File: src/rtl/pipes.sv
// Shared pipeline types for the fetch/decode boundary.
package pipes;

    typedef logic [31:0] u32;
    typedef logic [63:0] u64;

    typedef struct packed {
        u32   raw_instr;
        u64   pc;
        logic is_bubble;
    } fetch_data_t;

    // Depth used by every fetch_queue instantiation in the pipeline.
    localparam int FETCH_QUEUE_DEPTH = 4;

    // What decode sees when nothing is queued.
    localparam fetch_data_t FETCH_BUBBLE = '{raw_instr: 32'h0, pc: 64'h0, is_bubble: 1'b1};

endpackage

File: src/rtl/fetch_queue.sv
// Instruction fetch buffer: DEPTH-entry FIFO between the imem response path
// and decode. Presents a bubble when empty, so decode needs no stall logic.
// in_ready/out_valid/count come from registers only; when full, a same-cycle
// pop does not admit a push (no ready path from out_ready).
module fetch_queue
    import pipes::*;
#(
    parameter int DEPTH = FETCH_QUEUE_DEPTH
) (
    input  logic                         clk,
    input  logic                         reset,
    input  logic                         in_valid,
    input  u32                           in_raw_instr,
    input  u64                           in_pc,
    output logic                         in_ready,
    input  logic                         out_ready,
    output logic                         out_valid,
    output fetch_data_t                  dataF,
    input  logic                         flush,
    output logic [$clog2(DEPTH+1)-1:0]   count
);

    localparam int PTR_W = $clog2(DEPTH);
    localparam int CNT_W = $clog2(DEPTH + 1);
    localparam logic [CNT_W-1:0] FULL_CNT = CNT_W'(DEPTH);

    fetch_data_t        mem_q [DEPTH];
    fetch_data_t        mem_d [DEPTH];
    logic [PTR_W-1:0]   rd_ptr_q, rd_ptr_d;
    logic [PTR_W-1:0]   wr_ptr_q, wr_ptr_d;
    logic [CNT_W-1:0]   count_q, count_d;
    logic               push;
    logic               pop;

    assign in_ready  = (count_q != FULL_CNT);
    assign out_valid = (count_q != '0);
    assign count     = count_q;

    // Head of queue, or a bubble when empty.
    always_comb begin
        dataF = FETCH_BUBBLE;
        if (out_valid) begin
            dataF           = mem_q[rd_ptr_q];
            dataF.is_bubble = 1'b0;
        end
    end

    // Next-state for pointers, occupancy and storage; flush discards everything.
    always_comb begin
        push     = in_valid && in_ready && !flush;
        pop      = out_valid && out_ready && !flush;
        mem_d    = mem_q;
        rd_ptr_d = rd_ptr_q;
        wr_ptr_d = wr_ptr_q;
        count_d  = count_q;
        if (flush) begin
            rd_ptr_d = '0;
            wr_ptr_d = '0;
            count_d  = '0;
        end else begin
            if (push) begin
                mem_d[wr_ptr_q] = '{raw_instr: in_raw_instr, pc: in_pc, is_bubble: 1'b0};
                wr_ptr_d        = wr_ptr_q + PTR_W'(1);
            end
            if (pop) begin
                rd_ptr_d = rd_ptr_q + PTR_W'(1);
            end
            if (push && !pop) begin
                count_d = count_q + CNT_W'(1);
            end else if (pop && !push) begin
                count_d = count_q - CNT_W'(1);
            end
        end
    end

    // Control state with synchronous active-low reset.
    always_ff @(posedge clk) begin
        if (!reset) begin
            rd_ptr_q <= '0;
            wr_ptr_q <= '0;
            count_q  <= '0;
        end else begin
            rd_ptr_q <= rd_ptr_d;
            wr_ptr_q <= wr_ptr_d;
            count_q  <= count_d;
        end
    end

    // Entry storage; contents are only observed through a valid head, so no reset.
    always_ff @(posedge clk) begin
        mem_q <= mem_d;
    end

endmodule

File: config.mk
export PLATFORM = sky130hd
export DESIGN_NAME = fetch_queue
export DESIGN_NICKNAME = d
export VERILOG_FILES = /design/src/rtl/pipes.sv /design/src/rtl/fetch_queue.sv
export SDC_FILE = /design/constraint.sdc
export NUM_CORES = 1
export LEC_CHECK = 0
export CAP_MARGIN = 20
export CELL_PAD_IN_SITES_DETAIL_PLACEMENT = 1
export CELL_PAD_IN_SITES_GLOBAL_PLACEMENT = 2
export CORE_ASPECT_RATIO = 0.5
export CORE_MARGIN = 2
export CORE_UTILIZATION = 44
export CTS_BUF_LIST = sky130_fd_sc_hd__clkbuf_8
export DETAILED_ROUTE_END_ITERATION = 16
export HOLD_SLACK_MARGIN = 0.08
export PLACE_DENSITY_LB_ADDON = 0.2
export SYNTH_ARGS = -nofsm -noshare
export SYNTH_HDL_FRONTEND = slang
export SYNTH_SLANG_ARGS = --single-unit
export TNS_END_PERCENT = 100
File: constraint.sdc
create_clock -name clk -period 5 [get_ports clk]
set_input_delay 1.5 -clock clk [delete_from_list [all_inputs] [get_ports clk]]
set_output_delay 1.5 -clock clk [all_outputs]
set_load 0.01 [all_outputs]
==> metrics.cfg, run 1 <==
[clock_tree]
clk_pin_slew_worst_paths_ns = 0.06
cts_root_buf = clkbuf_8
cts_resized = 0
clockBufferDepth = 3
cts.sinks = 391
ctsHoldBuffers = 0
clock_latency_ns = 0.60
cts_tree = done
clock_tree.htree_level_count = 2
cts-buffers-inserted = 55
cts_setup_buffers = 0

[detailed_routing]
wl_per_cell_um = 22.4
antenna_left = 0
drt_first_pass_iters = 4
wirelength_mm = 31.0
drc = 0
drt_first_iter_violations = 337
route.vias.total = 7077
drt-vias-per-instance = 5.10

[status]
status = completed

[sta]
slew_headroom_pct = 52.3
min_period_ns = 4.37
setup_tns_ns = 0
clock.fmax_mhz = 229
setup_ws_ns = 0.627
setup_viol = 0
slew_violations = 0
hold_viol = 0
fin_crit_sh_pct = 87.5
rsz0062_at_grt = no
fin_skew_ns = 0.0211
worst_pin_slew_ns = 0.716

[setup_path]
start_kind = flop
end_kind = primary output
cp.required_ns = 3.50
cp_max_fo = 65
path_class = reg2out
critPathArrivalTime_ns = 2.87
r2r_setup_slack_ns = 2.67

[placement]
io_buffers = 202
place.gp.congestion = 0.694
pre_cts_ws_ns = 1.05
hpwl_mm = 18.6
post_dp_cell_area_um2 = 17600

[cells_and_area]
final_common_cell = edfxtp_1
final_util_pct = 55.9
layout-drive-gt1-share_pct = 19.8
final_nets = 1010
area_growth_syn_to_layout_pct = 24.5
diodes = 0
fillers = 2894
final_cell_area_um2 = 18600
most-common-layout-cells = 384 x edfxtp_1, 202 x clkdlybuf4s50_1, 97 x and2_1, 96 x mux4_2, 55 x clkbuf_8

[pwr]
vdd_drop_max_mv = 0.165
power_density_nw_per_um2 = 345
leakagePower_uw = 0.00587

[synth]
ys_seq_area_share_pct = 78.3
synth_edf_count = 384
synth.ff_latch_count = 391
avgSynthCellArea_um2 = 22.7
synth_ff_type = edfxtp_1
syn_nets = 765
async_flop_share_pct = 0
ys_types = 29
ys_warn_count = 0
synth_area_um2 = 14900
netlist_instances = 658

[floorplan]
io_pins = 203
initial_utilization_pct = 44.9
core_area_um2 = 33200
num_rows = 47
dieArea_um2 = 35500
chipHeight_um = 134
die_x_um = 264

[min_path]
worstHoldPathType = reg2reg

[run]
maxCapViolCount = 0

[global_routing]
grt-ovfl-total = 0
grt_max_degree = 66
grt_pass1_wl_mm = 47.4
antenna_found_initial = 0
grt_pass1_vias = 7982
track_usage_pct = 17.9

==> cell usage after synthesis, drive strengths merged (2+ instances only) <==
| library cell | n | area share [%] |
|---|---|---|
| a21oi | 3 | 0.10 |
| and2 | 97 | 4.1 |
| and3 | 4 | 0.17 |
| buf | 17 | 0.81 |
| clkbuf | 17 | 0.44 |
| dfxtp | 7 | 0.94 |
| edfxtp | 384 | 77 |
| ha | 5 | 0.42 |
| inv | 4 | 0.10 |
| mux4 | 96 | 14 |
| nor2 | 3 | 0.076 |
| nor2b | 2 | 0.084 |
| o21ai | 2 | 0.067 |
| o31ai | 2 | 0.10 |
| or3 | 3 | 0.13 |
| xor2 | 3 | 0.18 |
==> per-stage QoR <==
step                total power [uW]  cells  hold slack, ns
floorplan                       3940    658           0.507
CTS                             6500   1387           0.539
finish                          6410   1387           0.533
global placement                4240   1287           0.532
detailed placement              4250   1287           0.529
global route                    6640   1387           0.584
==> routing by layer <==
| metal | vias to the layer above | part of all wire, % | track usage [%] |
|---|---|---|---|
| met3 | 38 | 3.7 | 3.80 |
| li1 | 3184 | - | - |
| met5 | - | 0 | 0 |
| met4 | 0 | 1.4 | 4.42 |
| met2 | 119 | 53 | 32.0 |
| met1 | 3736 | 42 | 22.7 |
==> layout make-up <==
type	count	area (um^2)	share of cell area [%]
Sequential cell	391	11700	62.9
Inverter	4	15.0	0.0808
Tap cell	441	552	2.97
Multi-Input combinational cell	229	3060	16.5
Clock inverter	45	211	1.14
Clock buffer	55	757	4.08
Timing Repair Buffer	222	2300	12.4
==> power breakdown <==
part	total (uW)	leakage [uW]	switching (uW)	internal, uW
Combinational	499	0.00177	219	280
Sequential	3670	0.00354	15.8	3650
Clock	2240	0.000555	1160	1080
Total	6410	0.00587	1400	5010
==> critical path, stage by stage, from the launching register on <==
cell and delay (ns):
dfxtp_1 0.38, or3_2 0.81, buf_12 0.33, and2_1 0.18
clkdlybuf4s50_1 0.52
==> path summary, 6_finish.rpt <==
check                           startpoint        end  depth (start not counted)
worst max register to register    count[0]   count[2]                          8
worst max-delay path              count[0]  dataF[56]                          4
worst min-delay path              count[2]   count[2]                          2
worst min register to register    count[2]   count[2]                          2
==> state kept, by name (all words and copies together), names as in the netlist <==
register,flops
rd_ptr_q,2
count,3
mem_q,384
wr_ptr_q,2
==> kinds of logic after synthesis <==
| kind of cell | Yosys count | share of synthesized area [%] |
|---|---|---|
| XOR/XNOR | 3 | 0.176 |
| flip-flops | 391 | 78.3 |
| AO/OA/AOI/OAI | 8 | 0.319 |
| AND/OR/NAND/NOR | 115 | 4.77 |
| buffers and inverters | 38 | 1.35 |
| adder cells (fa/ha/maj) | 6 | 0.554 |
| multiplexers | 97 | 14.6 |
Power figures use the tool's default switching activity.
==> run 2, diff against run 1 <==
ABC_AREA = 1   (was default)
CORE_UTILIZATION = 39   (was 44)
==> metrics.cfg, run 2 <==
[global_routing]
grt_pass1_vias = 10500
track_usage_pct = 18.9
grt_max_degree = 103
antenna_found_initial = 0
grt-ovfl-total = 0
grt_pass1_wl_mm = 59.5

[clock_tree]
cts_setup_buffers = 0
clockBufferDepth = 3
clk_pin_slew_worst_paths_ns = 0.06
clock_tree.htree_level_count = 2
cts_resized = 0
cts_root_buf = clkbuf_8
ctsHoldBuffers = 0
cts.sinks = 391
cts-buffers-inserted = 57
cts_tree = done
clock_latency_ns = 0.62

[cells_and_area]
final_common_cell = nor2_1
diodes = 0
largest_reg_flops = 384
final_nets = 1521
most-common-layout-cells = 395 x nor2_1, 384 x edfxtp_1, 202 x clkdlybuf4s50_1, 101 x o21ai_1, 99 x a21oi_1
layout-drive-gt1-share_pct = 7.11
area_growth_syn_to_layout_pct = 24.1
top_register = mem_q

[sta]
rsz0062_at_grt = no
fin_skew_ns = 0.0283
setup_ws_ns = 0.357
fin_crit_sh_pct = 92.9
slew_violations = 0
setup_tns_ns = 0
worst_pin_slew_ns = 0.893
clock.fmax_mhz = 215
min_period_ns = 4.64
setup_viol = 0
slew_headroom_pct = 40.4
hold_viol = 0

[pwr]
vdd_drop_max_mv = 0.167
power_density_nw_per_um2 = 347
leakagePower_uw = 0.00641
finalPower_uw = 6600

[setup_path]
path_class = reg2out
cp.required_ns = 3.50
critPathArrivalTime_ns = 3.14
start_kind = flop
cp_max_fo = 102
end_kind = primary output

[detailed_routing]
wirelength_mm = 39.2
drt_first_iter_violations = 485
drc = 0
antenna_left = 0
route.vias.total = 9886
drt-vias-per-instance = 4.96
wl_per_cell_um = 19.7
drt_first_pass_iters = 4

[floorplan]
dieArea_um2 = 41000
core_area_um2 = 38800
io_pins = 203
initial_utilization_pct = 39.5
chipHeight_um = 144
num_rows = 51
die_x_um = 284

[run]
maxCapViolCount = 0

[placement]
hpwl_mm = 21.8
pre_cts_ws_ns = 0.961
place.gp.congestion = 0.730
io_buffers = 202

[synth]
synth.most_common_cell = nor2_1
async_flop_share_pct = 0
yosys-top-cells-count = 399 x nor2_1, 384 x edfxtp_1, 101 x o21ai_1, 99 x a21oi_1, 91 x o21ai_0
ys_warn_count = 0
ys_top_cells_by_area = edfxtp_1 75%, nor2_1 9.8%, o21ai_1 3.3%
avgSynthCellArea_um2 = 12.8
synth_area_leader_cell = edfxtp_1
synth_ff_type = edfxtp_1
synth_edf_count = 384
syn_nets = 1309
ys_types = 21
synth.ff_latch_count = 391
netlist_instances = 1202
synth_top_area_share_pct = 75.2
ys_seq_area_share_pct = 76.1
synth_area_um2 = 15300

[status]
status = completed

[min_path]
worstHoldPathType = reg2reg

run 2: changes by cell type after synthesis, moves of 15 or more:
cell / previous run / this run
buf_4: 1 / 24
nand2_1: 1 / 16
mux4_2: 96 / 0
a21oi_1: 3 / 99
o21ai_0: 2 / 91
o21ai_1: 0 / 101
and2_1: 97 / 0
nor2_1: 3 / 399
run 2: final cells by class:
type                    instances  area [um^2]
clock buffers                  63          867
clock inverters                45          204
fillers                      4058        19800
inverters                      18         76.3
multi-input cells             719         3170
flip-flops and latches        391        11700
well taps                     530          663
repair buffers                227         2370
run 2: routing by layer:
| layer | GRT usage (%) | vias up | part of all wire (%) |
|---|---|---|---|
| met5 | 0 | - | 0 |
| met4 | 5.10 | 0 | 1.6 |
| met3 | 3.44 | 50 | 3.3 |
| met2 | 35.2 | 154 | 53 |
| met1 | 22.9 | 4986 | 42 |
| li1 | - | 4696 | - |
run 2: metrics by stage:
stage	instances	utilization (%)	cell area [um^2]	hold slack (ns)
after floorplan	1202	-	15300	0.497
after global placement	1885	46.3	18000	0.518
after detailed placement	1885	46.3	18000	0.529
after CTS	1993	49.1	19000	0.538
after global routing	1993	49.1	19000	0.588
final	1993	49.1	19000	0.532
run 2: critical path: stages, from the launching register on:
cell and delay (ns):
dfxtp_4 0.83, buf_12 0.41, nor2_1 0.12, nor2_1 0.09
o21ai_0 0.09, a21oi_1 0.21, clkdlybuf4s50_1 0.61
run 2: worst paths after layout:
kind,start,to,slack [ns],cells after the start
hold reg to reg,wr_ptr_q[1],wr_ptr_q[1],0.53,2
setup / recovery,rd_ptr_q[0],dataF[69],0.36,6
hold / removal,wr_ptr_q[1],wr_ptr_q[1],0.53,2
setup reg to reg,count[0],mem_q[56],2.67,5
run 2: cell families after synthesis:
| group | synth area share (%) |
|---|---|
| xor gates and xnor gates | 0.0571 |
| buffers and inverters | 3.40 |
| and+or+nand+nor | 10.4 |
| adders and majority gates | 0.539 |
| AOI/OAI and AO/OA | 9.50 |
| DFF | 76.1 |
run 2: where the power goes:
part	total (uW)	leakage, uW	switching [uW]	internal [uW]
Sequential	3680	0.00354	17.7	3660
Combinational	493	0.00223	264	230
Clock	2430	0.000638	1220	1200
